## config.mk

```make
export PLATFORM = sky130hd
export DESIGN_NAME = freq_comp_ctrl
export DESIGN_NICKNAME = d
export VERILOG_FILES = /design/src/rtl/freq_comp_ctrl_pkg.sv /design/src/rtl/freq_band_cmp.sv /design/src/rtl/freq_comp_ctrl.sv
export SDC_FILE = /design/constraint.sdc
export NUM_CORES = 1
export LEC_CHECK = 0
export CAP_MARGIN = 5
export CORE_UTILIZATION = 50
export DETAILED_ROUTE_END_ITERATION = 10
export GPL_ROUTABILITY_DRIVEN = 1
export PLACE_DENSITY = 0.78
export SYNTH_ARGS = -nofsm -noshare
export SYNTH_HDL_FRONTEND = slang
export SYNTH_SLANG_ARGS = --single-unit
export TNS_END_PERCENT = 50
```

## constraint.sdc

```tcl
create_clock -name clk -period 5.5 [get_ports clk]
set_clock_uncertainty 0.05 [all_clocks]
set_input_delay 0.825 -clock clk [delete_from_list [all_inputs] [get_ports clk]]
set_output_delay 0.825 -clock clk [all_outputs]
set_load 0.005 [all_outputs]
```

## src/rtl/freq_comp_ctrl_pkg.sv

```systemverilog
// Shared types and defaults for the oscillator frequency-compensation controller.
// State encoding plus the default widths and the midscale trim code.
package freq_comp_ctrl_pkg;

    localparam int CODE_W_DEF = 10;
    localparam int FREQ_W_DEF = 24;

    typedef enum logic [3:0] {
        ST_IDLE       = 4'd0,
        ST_S_MEAS     = 4'd1,
        ST_S_WAIT     = 4'd2,
        ST_S_EVAL     = 4'd3,
        ST_V_MEAS     = 4'd4,
        ST_V_WAIT     = 4'd5,
        ST_TRACK_IDLE = 4'd6,
        ST_T_MEAS     = 4'd7,
        ST_T_WAIT     = 4'd8,
        ST_T_EVAL     = 4'd9,
        ST_FAIL       = 4'd10
    } fcc_state_e;

    // Midscale code (only the MSB set) for a trim DAC of width w.
    function automatic logic [31:0] midscale(input int w);
        return 32'd1 << (w - 1);
    endfunction

endpackage

```

## src/rtl/freq_band_cmp.sv

```systemverilog
// Unsigned window compare of a measured count against inclusive lower/upper bounds.
module freq_band_cmp
    import freq_comp_ctrl_pkg::*;
#(
    parameter int FREQ_W = FREQ_W_DEF
) (
    input  logic [FREQ_W-1:0] count,
    input  logic [FREQ_W-1:0] lower,
    input  logic [FREQ_W-1:0] upper,
    output logic              too_high,
    output logic              too_low,
    output logic              in_band
);

    assign too_high = count > upper;
    assign too_low  = count < lower;
    assign in_band  = !too_high && !too_low;

endmodule

```

## src/rtl/freq_comp_ctrl.sv

```systemverilog
// Closed-loop trim controller: successive-approximation search of the tune code
// into a per-channel frequency band, then +/-1 drift tracking with re-search on repeated misses.
module freq_comp_ctrl
    import freq_comp_ctrl_pkg::*;
#(
    parameter int CODE_W       = CODE_W_DEF,
    parameter int FREQ_W       = FREQ_W_DEF,
    parameter int TRACK_PERIOD = 4096,
    parameter int MISS_LIMIT   = 4,
    parameter int MEAS_TIMEOUT = 65535
) (
    input  logic              clk,
    input  logic              resetn,
    input  logic              start,
    input  logic              stop,
    input  logic [3:0]        channel,
    output logic [3:0]        table_ch,
    input  logic [FREQ_W-1:0] freq_lower,
    input  logic [FREQ_W-1:0] freq_upper,
    output logic              meas_start,
    input  logic              meas_done,
    input  logic [FREQ_W-1:0] meas_count,
    output logic [CODE_W-1:0] tune_code,
    output logic              busy,
    output logic              locked,
    output logic              fail
);

    localparam int BIT_W  = $clog2(CODE_W);
    localparam int TMO_W  = $clog2(MEAS_TIMEOUT + 1);
    localparam int TRK_W  = $clog2(TRACK_PERIOD + 1);
    localparam int MISS_W = $clog2(MISS_LIMIT + 1);

    localparam logic [CODE_W-1:0] MIDSCALE = CODE_W'(midscale(CODE_W));
    localparam logic [BIT_W-1:0]  TOP_BIT  = BIT_W'(CODE_W - 1);

    fcc_state_e          state_q, state_d;
    logic [CODE_W-1:0]   code_d;
    logic [BIT_W-1:0]    bit_q, bit_d;
    logic [3:0]          ch_d;
    logic [FREQ_W-1:0]   cnt_q, cnt_d;
    logic [TMO_W-1:0]    tmo_q, tmo_d;
    logic [TRK_W-1:0]    trk_q, trk_d;
    logic [MISS_W-1:0]   miss_q, miss_d, miss_inc;
    logic                busy_d, locked_d, fail_d, mst_d;
    logic                go_track, go_fail;

    logic [FREQ_W-1:0]   cmp_count;
    logic                too_high, too_low, in_band;

    // The verify pass decides straight from the live count; other passes use the captured one.
    assign cmp_count = (state_q == ST_V_WAIT) ? meas_count : cnt_q;
    assign miss_inc  = miss_q + MISS_W'(1);

    freq_band_cmp #(.FREQ_W(FREQ_W)) u_band_cmp (
        .count    (cmp_count),
        .lower    (freq_lower),
        .upper    (freq_upper),
        .too_high (too_high),
        .too_low  (too_low),
        .in_band  (in_band)
    );

    always_comb begin
        state_d  = state_q;
        code_d   = tune_code;
        bit_d    = bit_q;
        ch_d     = table_ch;
        cnt_d    = cnt_q;
        tmo_d    = tmo_q;
        trk_d    = trk_q;
        miss_d   = miss_q;
        busy_d   = busy;
        locked_d = locked;
        fail_d   = fail;
        mst_d    = 1'b0;
        go_track = 1'b0;
        go_fail  = 1'b0;

        if (stop) begin
            state_d  = ST_IDLE;
            busy_d   = 1'b0;
            locked_d = 1'b0;
        end else begin
            case (state_q)
                ST_IDLE, ST_FAIL: begin
                    if (start) begin
                        ch_d     = channel;
                        code_d   = MIDSCALE;
                        bit_d    = TOP_BIT;
                        fail_d   = 1'b0;
                        busy_d   = 1'b1;
                        locked_d = 1'b0;
                        state_d  = ST_S_MEAS;
                    end
                end
                ST_S_MEAS: begin
                    mst_d   = 1'b1;
                    tmo_d   = '0;
                    state_d = ST_S_WAIT;
                end
                ST_V_MEAS: begin
                    mst_d   = 1'b1;
                    tmo_d   = '0;
                    state_d = ST_V_WAIT;
                end
                ST_T_MEAS: begin
                    mst_d   = 1'b1;
                    tmo_d   = '0;
                    state_d = ST_T_WAIT;
                end
                ST_S_WAIT, ST_V_WAIT, ST_T_WAIT: begin
                    if (meas_done) begin
                        cnt_d = meas_count;
                        if (state_q == ST_S_WAIT)      state_d = ST_S_EVAL;
                        else if (state_q == ST_T_WAIT) state_d = ST_T_EVAL;
                        else if (in_band)              go_track = 1'b1;
                        else                           go_fail  = 1'b1;
                    end else if (tmo_q == TMO_W'(MEAS_TIMEOUT)) begin
                        go_fail = 1'b1;
                    end else begin
                        tmo_d = tmo_q + TMO_W'(1);
                    end
                end
                ST_S_EVAL: begin
                    if (in_band) begin
                        go_track = 1'b1;
                    end else begin
                        // Too high: drop the trial bit. Too low: keep it.
                        if (too_high) code_d[bit_q] = 1'b0;
                        if (bit_q != '0) begin
                            code_d[bit_q - BIT_W'(1)] = 1'b1;
                            bit_d   = bit_q - BIT_W'(1);
                            state_d = ST_S_MEAS;
                        end else begin
                            state_d = ST_V_MEAS;
                        end
                    end
                end
                ST_TRACK_IDLE: begin
                    if (trk_q == TRK_W'(TRACK_PERIOD - 1)) state_d = ST_T_MEAS;
                    else                                   trk_d   = trk_q + TRK_W'(1);
                end
                ST_T_EVAL: begin
                    if (in_band) begin
                        miss_d  = '0;
                        trk_d   = '0;
                        state_d = ST_TRACK_IDLE;
                    end else if ((too_high && tune_code == '0) || (too_low && tune_code == '1)) begin
                        go_fail = 1'b1;
                    end else if (miss_inc == MISS_W'(MISS_LIMIT)) begin
                        code_d   = MIDSCALE;
                        bit_d    = TOP_BIT;
                        miss_d   = '0;
                        locked_d = 1'b0;
                        busy_d   = 1'b1;
                        state_d  = ST_S_MEAS;
                    end else begin
                        code_d  = too_high ? tune_code - CODE_W'(1) : tune_code + CODE_W'(1);
                        miss_d  = miss_inc;
                        trk_d   = '0;
                        state_d = ST_TRACK_IDLE;
                    end
                end
                default: state_d = ST_IDLE;
            endcase

            if (go_track) begin
                state_d  = ST_TRACK_IDLE;
                locked_d = 1'b1;
                busy_d   = 1'b0;
                trk_d    = '0;
                miss_d   = '0;
            end
            if (go_fail) begin
                state_d  = ST_FAIL;
                fail_d   = 1'b1;
                busy_d   = 1'b0;
                locked_d = 1'b0;
            end
        end
    end

    always_ff @(posedge clk or negedge resetn) begin
        if (!resetn) begin
            state_q    <= ST_IDLE;
            tune_code  <= MIDSCALE;
            bit_q      <= TOP_BIT;
            table_ch   <= '0;
            cnt_q      <= '0;
            tmo_q      <= '0;
            trk_q      <= '0;
            miss_q     <= '0;
            busy       <= 1'b0;
            locked     <= 1'b0;
            fail       <= 1'b0;
            meas_start <= 1'b0;
        end else begin
            state_q    <= state_d;
            tune_code  <= code_d;
            bit_q      <= bit_d;
            table_ch   <= ch_d;
            cnt_q      <= cnt_d;
            tmo_q      <= tmo_d;
            trk_q      <= trk_d;
            miss_q     <= miss_d;
            busy       <= busy_d;
            locked     <= locked_d;
            fail       <= fail_d;
            meas_start <= mst_d;
        end
    end

endmodule

```

==> summary.md, run 1 <==
| Metric | Value |
|---|---|
| Initial Util | 52.0% |
| Sequential fraction of the synthesis area | 32.4% |
| Area of the core | 12,200 um2 |
| DR vias/cell | 5.86 |
| Hold Path Stages | 2 |
| Buffer depth of the longest clock path | 2 |
| Pin count of the biggest net entering global routing | 83 |
| DIE WIDTH | 115 um |
| Sink Count | 82 |
| Pleak | 3.53 nW |
| Root buf cell | clkbuf_16 |
| 1st-iter DRT viols | 305 |
| Reg2Reg Launch Point | state_q[3] |
| Design area | 7820 um2 |
| RSZ-0062 raised after global routing | false |
| Top-area cell type share of the netlist area | 31.1% |
| ANT cells | 0 |
| Post-route ant nets | 0 |
| Status | finished, final reports clean |
| Fraction of layout cells with a size suffix above 1 | 13.1% |
| Initial antenna violation count | 0 |
| Via count | 5,687 |
| Number of port buffers | 98 |
| Worst-Margin Slew | 1.09 ns |
| Rel. slew slack | 26.6% |
| GRT Overall Usage | 26.9% |
| Final min period | 5.21 ns |
| Final Hold Fails | 0 |
| # rows | 40 |
| Worst Setup Start Kind | flip-flop |
| Crit Path Category | flip-flop to flip-flop |
| CTS Hold Buffers Added | 0 |
| Final period util | 94.8% |
| Avg WL per Cell | 17.2 um |
| Worst Path Max Fanout | 25 |
| Flops & latches, synth | 82 |
| Max_cap viols | 0 |
| Setup violators final | 0 |
| Worst hold slack | 0.441 ns |
| First-pass iteration count of the detailed router | 4 |
| Setup WS post-layout | 0.286 ns |
| DP HPWL | 12,500 um |
| Hold Path End | trk_q[12] |
| Worst Hold Class | flip-flop to flip-flop |
| Async set-reset flop share out of synthesis | 100% |
| Clock Pin Slew Worst Setup and Hold Paths | 0.06 ns |
| Dpl ws | 0.303 ns |
| Synth warn | 0 |
| Reg2reg path depth | 18 |
| # DRC | 0 |
| DP Cell Count | 953 |
| Gr ovfl total | 0 |
| Synth area leaders | dfrtp_1 31%, ha_1 13%, mux2_2 9.4% |
| FF-to-FF End | tune_code[9] |
| TritonCTS clock tree | yes |
| Syn_nets | 854 |
| Number of nets in the layout | 948 |
| Setup TNS | 0 ns |
| Vias in the first global route | 5,823 |
| Wirelength, routed | 16,700 um |
| First-pass GRT wire length | 27,700 um |
| # IOs | 99 |
| Die area | 13,100 um2 |
| FF-to-FF setup slack | 0.29 ns |
| EDFF count, synth | 0 |
| Layout area overhead | 23.2% |
| Mapped Area | 6350 um2 |
| CP arrival | 5.44 ns |
| Max VDD drop | 0.000224 V |
| Slew Viols, Final | 0 |
| Cell variety after synth | 74 |
| Cells after Synth | 704 |
| Die height | 115 um |
| Critical path capture point type | flip-flop |
| Primary FF master, synth | dfrtp_1 |
| Avg Cell Area, Syn | 9.02 um2 |
| PwrDens | 412 nW/um2 |
| Placed standard-cell area | 7510 um2 |
| Max Freq | 192 MHz |
| Largest area contributor in the netlist | dfrtp_1 |
| Htree depth | 3 |
| Clk_lat worst skew | 0.35 ns |
| CTS buffer count | 9 |
| Required @ worst endpoint | 5.73 ns |
| Hold Crit Start | trk_q[12] |
| RePlAce Congestion | 0.907 |
| Final cell count without fillers | 970 |
-- cell usage after synthesis (4+ instances only) --
master and number:
nor4_1 5, a21oi_1 31, a21o_1 7, and3_1 11, ha_1 68, nand4_1 13, a41oi_1 4, inv_1 65
a21boi_0 4, nor2_1 60, or3_1 8, nand2b_1 8, and2_1 4, nor2b_1 9, xor2_1 8, clkbuf_1 15
xnor2_1 14, o31ai_1 13, nand3_1 22, dfrtp_1 79, mux2_2 53, o21ai_0 41, a211oi_1 5, nand2_1 46
or2_2 4, a32oi_1 6, a31oi_1 13, nor3_1 11
-- power breakdown --
part / total, mW / switching, mW / internal [mW] / leakage, nW
Clock: 0.608 / 0.249 / 0.360 / 0.140
Sequential: 0.928 / 0.149 / 0.778 / 1.06
Combinational: 1.69 / 0.902 / 0.788 / 2.33
Total: 3.23 / 1.30 / 1.93 / 3.53
-- sequential cells by signal, indices dropped and copies added (netlist names), 3 cells and up --
| signal | cells |
|---|---|
| table_ch | 4 |
| state_q | 4 |
| tune_code | 10 |
| tmo_q | 16 |
| cnt_q | 24 |
| bit_q | 4 |
| miss_q | 3 |
| trk_q | 13 |
-- placed cells by master, fill, tap and decap left out, types with 11 or more instances in the layout --
cell / instances
a21oi_1: 31
a31oi_1: 13
and3_1: 11
clkdlybuf4s50_1: 97
dfrtp_1: 79
ha_1: 68
inv_1: 65
mux2_2: 53
nand2_1: 46
nand3_1: 22
nand4_1: 13
nor2_1: 60
nor3_1: 11
o21ai_0: 41
o31ai_1: 13
xnor2_1: 14
-- layer usage --
layer / global-route usage [%] / part of all wire [%] / vias up
met5: 0 / 0 / -
met4: 12.9 / 2.7 / 0
met3: 3.76 / 4.8 / 34
met2: 45.7 / 48 / 186
met1: 33.6 / 45 / 2724
li1: - / - / 2743
-- through the flow --
stage	util [%]	power [mW]
global route	64.1	3.46
finish	64.1	3.23
CTS	63.9	3.20
floorplan	-	2.07
detailed placement	61.5	2.58
global placement	61.5	2.49
-- repair_timing --
action	CTS	global route
setup endpoints to repair	0	5
gates resized for setup	0	1
endpoints found under the hold margin	0	0
buffers inserted	0	2
-- cell families after synthesis --
group / after synthesis / share of synthesized area [%]
flip-flops: 82 / 32.4
XOR/XNOR: 22 / 3.04
AO/OA/AOI/OAI: 165 / 17.6
buffers and inverters: 89 / 5.50
AND/OR/NAND/NOR: 221 / 17.9
adder cells (fa/ha/maj): 69 / 13.7
multiplexers: 56 / 9.88
-- how the worst max path moves through the flow --
stage | from | end | depth (start not counted)
after floorplan | state_q[2] | tune_code[9] | 21
after global placement | state_q[3] | tune_code[9] | 16
after detailed placement | state_q[3] | tune_code[9] | 18
after CTS | state_q[3] | tune_code[9] | 18
after global routing | state_q[0] | tune_code[8] | 19
final | state_q[3] | tune_code[9] | 18
-- critical path: stages, from the launching register on --
cell and delay, ns:
dfrtp_1 0.56, nor4bb_4 0.40, buf_12 0.23, mux2_2 0.38
ha_1 0.35, nand4_2 0.16, nor4_2 0.46, and3_1 0.27
o31ai_2 0.12, a21oi_4 0.32, ha_1 0.30, a21o_1 0.15
a21oi_1 0.22, nor2_1 0.09, o221a_2 0.28, a31oi_1 0.23
xnor2_1 0.18, a32oi_1 0.13, o22a_1 0.24
-- final cells by class --
cell class | instances | area (um2)
Fill cell | 1027 | 4390
Multi-Input combinational cell | 533 | 3960
Sequential cell | 82 | 2060
Timing Repair Buffer | 106 | 1050
Inverter | 66 | 248
Clock buffer | 10 | 239
Tap cell | 168 | 210
Clock inverter | 5 | 55.1
(Power assumes the default switching activity.)
==> run 2, diff against run 1 <==
- PLACE_DENSITY: 0.78 -> 0.87
==> run 2 against run 1 <==
  * Die area stayed put
  * Worst setup slack better by 0.12 ns
  * Clock-buffer cell count increased by 1
  * Global-route usage is 0.50 points higher
  * Combinational power about the same
  * Maximum frequency grew 2.4%
  * Sequential share of layout area down 0.096 points
  * Non-clock buffer count increased by 4
  * Sequential power decreased by 2%
  * Clock power rose by 3.5%
  * Flip-flop and latch count unchanged
  * Core utilization rose by 0.24 points
  * Highest routed layer unchanged
==> summary.md, run 2 (synthesis gave the netlist of run 1 again) <==
| Metric | Value |
|---|---|
| Clk_lat worst skew | 0.36 ns (was 0.35 ns) |
| RSZ-0062 raised after global routing | false (unchanged) |
| TritonCTS clock tree | yes (unchanged) |
| Reg2reg path depth | 19 (was 18) |
| GRT Overall Usage | 27.4% (was 26.9%) |
| Most frequent cells in the layout | 97 x clkdlybuf4s50_1, 79 x dfrtp_1, 68 x ha_1, 65 x inv_1, 60 x nor2_1 (unchanged) |
| Required @ worst endpoint | 5.72 ns (was 5.73 ns) |
| Number of port buffers | 98 (unchanged) |
| Buffer depth of the longest clock path | 2 (unchanged) |
| Status | finished, final reports clean (unchanged) |
| Post-route ant nets | 0 (unchanged) |
| # IOs | 99 (unchanged) |
| Clock Pin Slew Worst Setup and Hold Paths | 0.06 ns (about the same) |
| # rows | 40 (unchanged) |
| Setup violators final | 0 (unchanged) |
| FF-to-FF setup slack | 0.41 ns (was 0.29 ns) |
| Worst path cell trace | nor4bb_4 > buf_4 > mux2_2 > ha_1 > nand4_2 > nor4_2 > and3_1 > o31ai_2 > a21oi_4 > ha_1 > nor2b_1 > o21ai_0 > nand2b_1 > a21o_1 > a31o_2 > a21oi_1 > xnor2_1 > a32oi_1 > o21ai_0 (was nor4bb_4 > buf_12 > mux2_2 > ha_1 > nand4_2 > nor4_2 > and3_1 > o31ai_2 > a21oi_4 > ha_1 > a21o_1 > a21oi_1 > nor2_1 > o221a_2 > a31oi_1 > xnor2_1 > a32oi_1 > o22a_1) |
| Worst-Margin Slew | 1.00 ns (was 1.09 ns) |
| Worst Hold Class | input port to asynchronous set/reset pin (was flip-flop to flip-flop) |
| Top Family by Delay on Critical Path | compound AO/OA/AOI/OAI gates (unchanged) |
| Rel. slew slack | 32.3% (was 26.6%) |
| Vias in the first global route | 5,678 (was 5,823) |
| Worst Path Max Fanout | 16 (was 25) |
| Commonest non-fill, non-tap cell in the layout | clkdlybuf4s50_1 (unchanged) |
| Layout area overhead | 23.7% (was 23.2%) |
| Max VDD drop | 0.000282 V (was 0.000224 V) |
| Pin count of the biggest net entering global routing | 66 (was 83) |
| DIE WIDTH | 115 um (unchanged) |
| CP max stage delay | 0.45 ns (was 0.56 ns) |
| Final min period | 5.09 ns (was 5.21 ns) |
| Setup TNS | 0 ns (unchanged) |
| Fraction of layout cells with a size suffix above 1 | 13.5% (was 13.1%) |
| Initial Util | 52.0% (unchanged) |
| Root buf cell | clkbuf_16 (unchanged) |
| Die height | 115 um (unchanged) |
| CTS buffer count | 9 (unchanged) |
| Critical path capture point type | flip-flop (unchanged) |
| DR vias/cell | 6.02 (was 5.86) |
| Avg WL per Cell | 17.3 um (was 17.2 um) |
| DP HPWL | 12,300 um (was 12,500 um) |
| Die area | 13,100 um2 (unchanged) |
| Reg2Reg Launch Point | state_q[3] (unchanged) |
| Number of nets in the layout | 952 (was 948) |
| Initial antenna violation count | 0 (unchanged) |
| Worst Setup Start Kind | flip-flop (unchanged) |
| # DRC | 0 (unchanged) |
| Sink Count | 82 (unchanged) |
| Max_cap viols | 0 (unchanged) |
| Max FFs per register | 24 (unchanged) |
| RePlAce Congestion | 0.930 (was 0.907) |
| Regs by FF count | cnt_q (24), tmo_q (16), trk_q (13) (unchanged) |
| Area of the core | 12,200 um2 (unchanged) |
| CP max-delay cell | nor4_2 (was dfrtp_1) |
| Htree depth | 3 (unchanged) |
| Slew Viols, Final | 0 (unchanged) |
| Total of fill cells in the finished design | 1,004 (was 1,027) |
| Final Hold Fails | 0 (unchanged) |
| Crit Path Category | flip-flop to flip-flop (unchanged) |
| WP buf/inv | 1 (unchanged) |
| Reg with most FFs | cnt_q (unchanged) |
| Dpl ws | 0.284 ns (was 0.303 ns) |
| Worst hold slack | 0.294 ns (was 0.441 ns) |
| First-pass iteration count of the detailed router | 5 (was 4) |
| FF-to-FF End | tune_code[8] (was tune_code[9]) |
| Post-CTS Repair Setup Buffers | 0 (unchanged) |
| Worst path depth | 19 (was 18) |
| Wirelength, routed | 16,900 um (was 16,700 um) |
| Gr ovfl total | 0 (unchanged) |
| First-pass GRT wire length | 27,800 um (was 27,700 um) |
| 1st-iter DRT viols | 500 (was 305) |
| Final period util | 92.5% (was 94.8%) |
| ANT cells | 0 (unchanged) |
| Max Freq | 196 MHz (was 192 MHz) |
| Pleak | 3.55 nW (was 3.53 nW) |
| CP arrival | 5.31 ns (was 5.44 ns) |
| Via count | 5,867 (was 5,687) |
| PwrDens | 415 nW/um2 (was 412 nW/um2) |
| Setup WS post-layout | 0.411 ns (was 0.286 ns) |
[run 2: changes by cell type in the layout (fill, tap and decap cells not counted), sizes merged]
cell / change
inv: +1
buf: +4
clkbuf: +1
clkinv: -1
[run 2: per-stage QoR]
step / instances / instance area, um2 / util [%] / total power [mW]
3_5_place_dp: 959 / 7550 / 61.8 / 2.58
6_report: 975 / 7850 / 64.3 / 3.26
5_1_grt: 975 / 7850 / 64.3 / 3.49
3_3_place_gp: 959 / 7550 / 61.8 / 2.52
4_1_cts: 975 / 7850 / 64.3 / 3.24
2_1_floorplan: 704 / 6350 / - / 2.07
[run 2: cell type report]
| type | count | area, um2 | area share [%] |
|---|---|---|---|
| multi-input combinational | 533 | 3960 | 50.5 |
| sequential | 82 | 2060 | 26.2 |
| timing repair buffer | 110 | 1070 | 13.6 |
| inverter | 66 | 248 | 3.16 |
| clock buffer | 11 | 243 | 3.09 |
| tap | 168 | 210 | 2.68 |
| clock inverter | 5 | 62.6 | 0.797 |
[run 2: how the worst max path moves through the flow]
stage	start	endpoint	slack, ns
after global placement	meas_count[19]	tune_code[9]	0.44
after CTS	state_q[3]	tune_code[9]	0.32
after detailed placement	meas_count[19]	tune_code[9]	0.28
after global routing	state_q[3]	tune_code[8]	0.08
after floorplan	state_q[2]	tune_code[9]	0.42
final	state_q[3]	tune_code[8]	0.41
[run 2: routing by layer]
metal	part of all wire, %	vias up	track usage, %
met5	0	-	0
li1	-	2747	-
met3	6.8	42	5.98
met1	43	2844	34.8
met4	2.4	0	10.1
met2	48	234	45.7
[run 2: power by group]
part / switching (mW) / leakage, nW / total [mW] / internal [mW]
logic: 0.929 / 2.35 / 1.72 / 0.789
clock network: 0.263 / 0.142 / 0.629 / 0.367
registers: 0.130 / 1.06 / 0.909 / 0.779
[run 2: timing repair]
| action | 4_1_cts | 5_1_grt |
|---|---|---|
| setup endpoints to repair | 0 | 2 |
| hold buffers | 0 | 0 |
| gates resized for setup | 0 | 1 |
[run 2: worst register-to-register path: cells and delay by family (launching register included)]
family / cells / cell delay [ns]
AOI/OAI and AO/OA: 8 / 1.55
buffers and inverters: 1 / 0.30
and+or+nand+nor: 6 / 1.46
DFF: 1 / 0.41
xor gates and xnor gates: 1 / 0.15
adders and majority gates: 2 / 0.69
muxes: 1 / 0.40
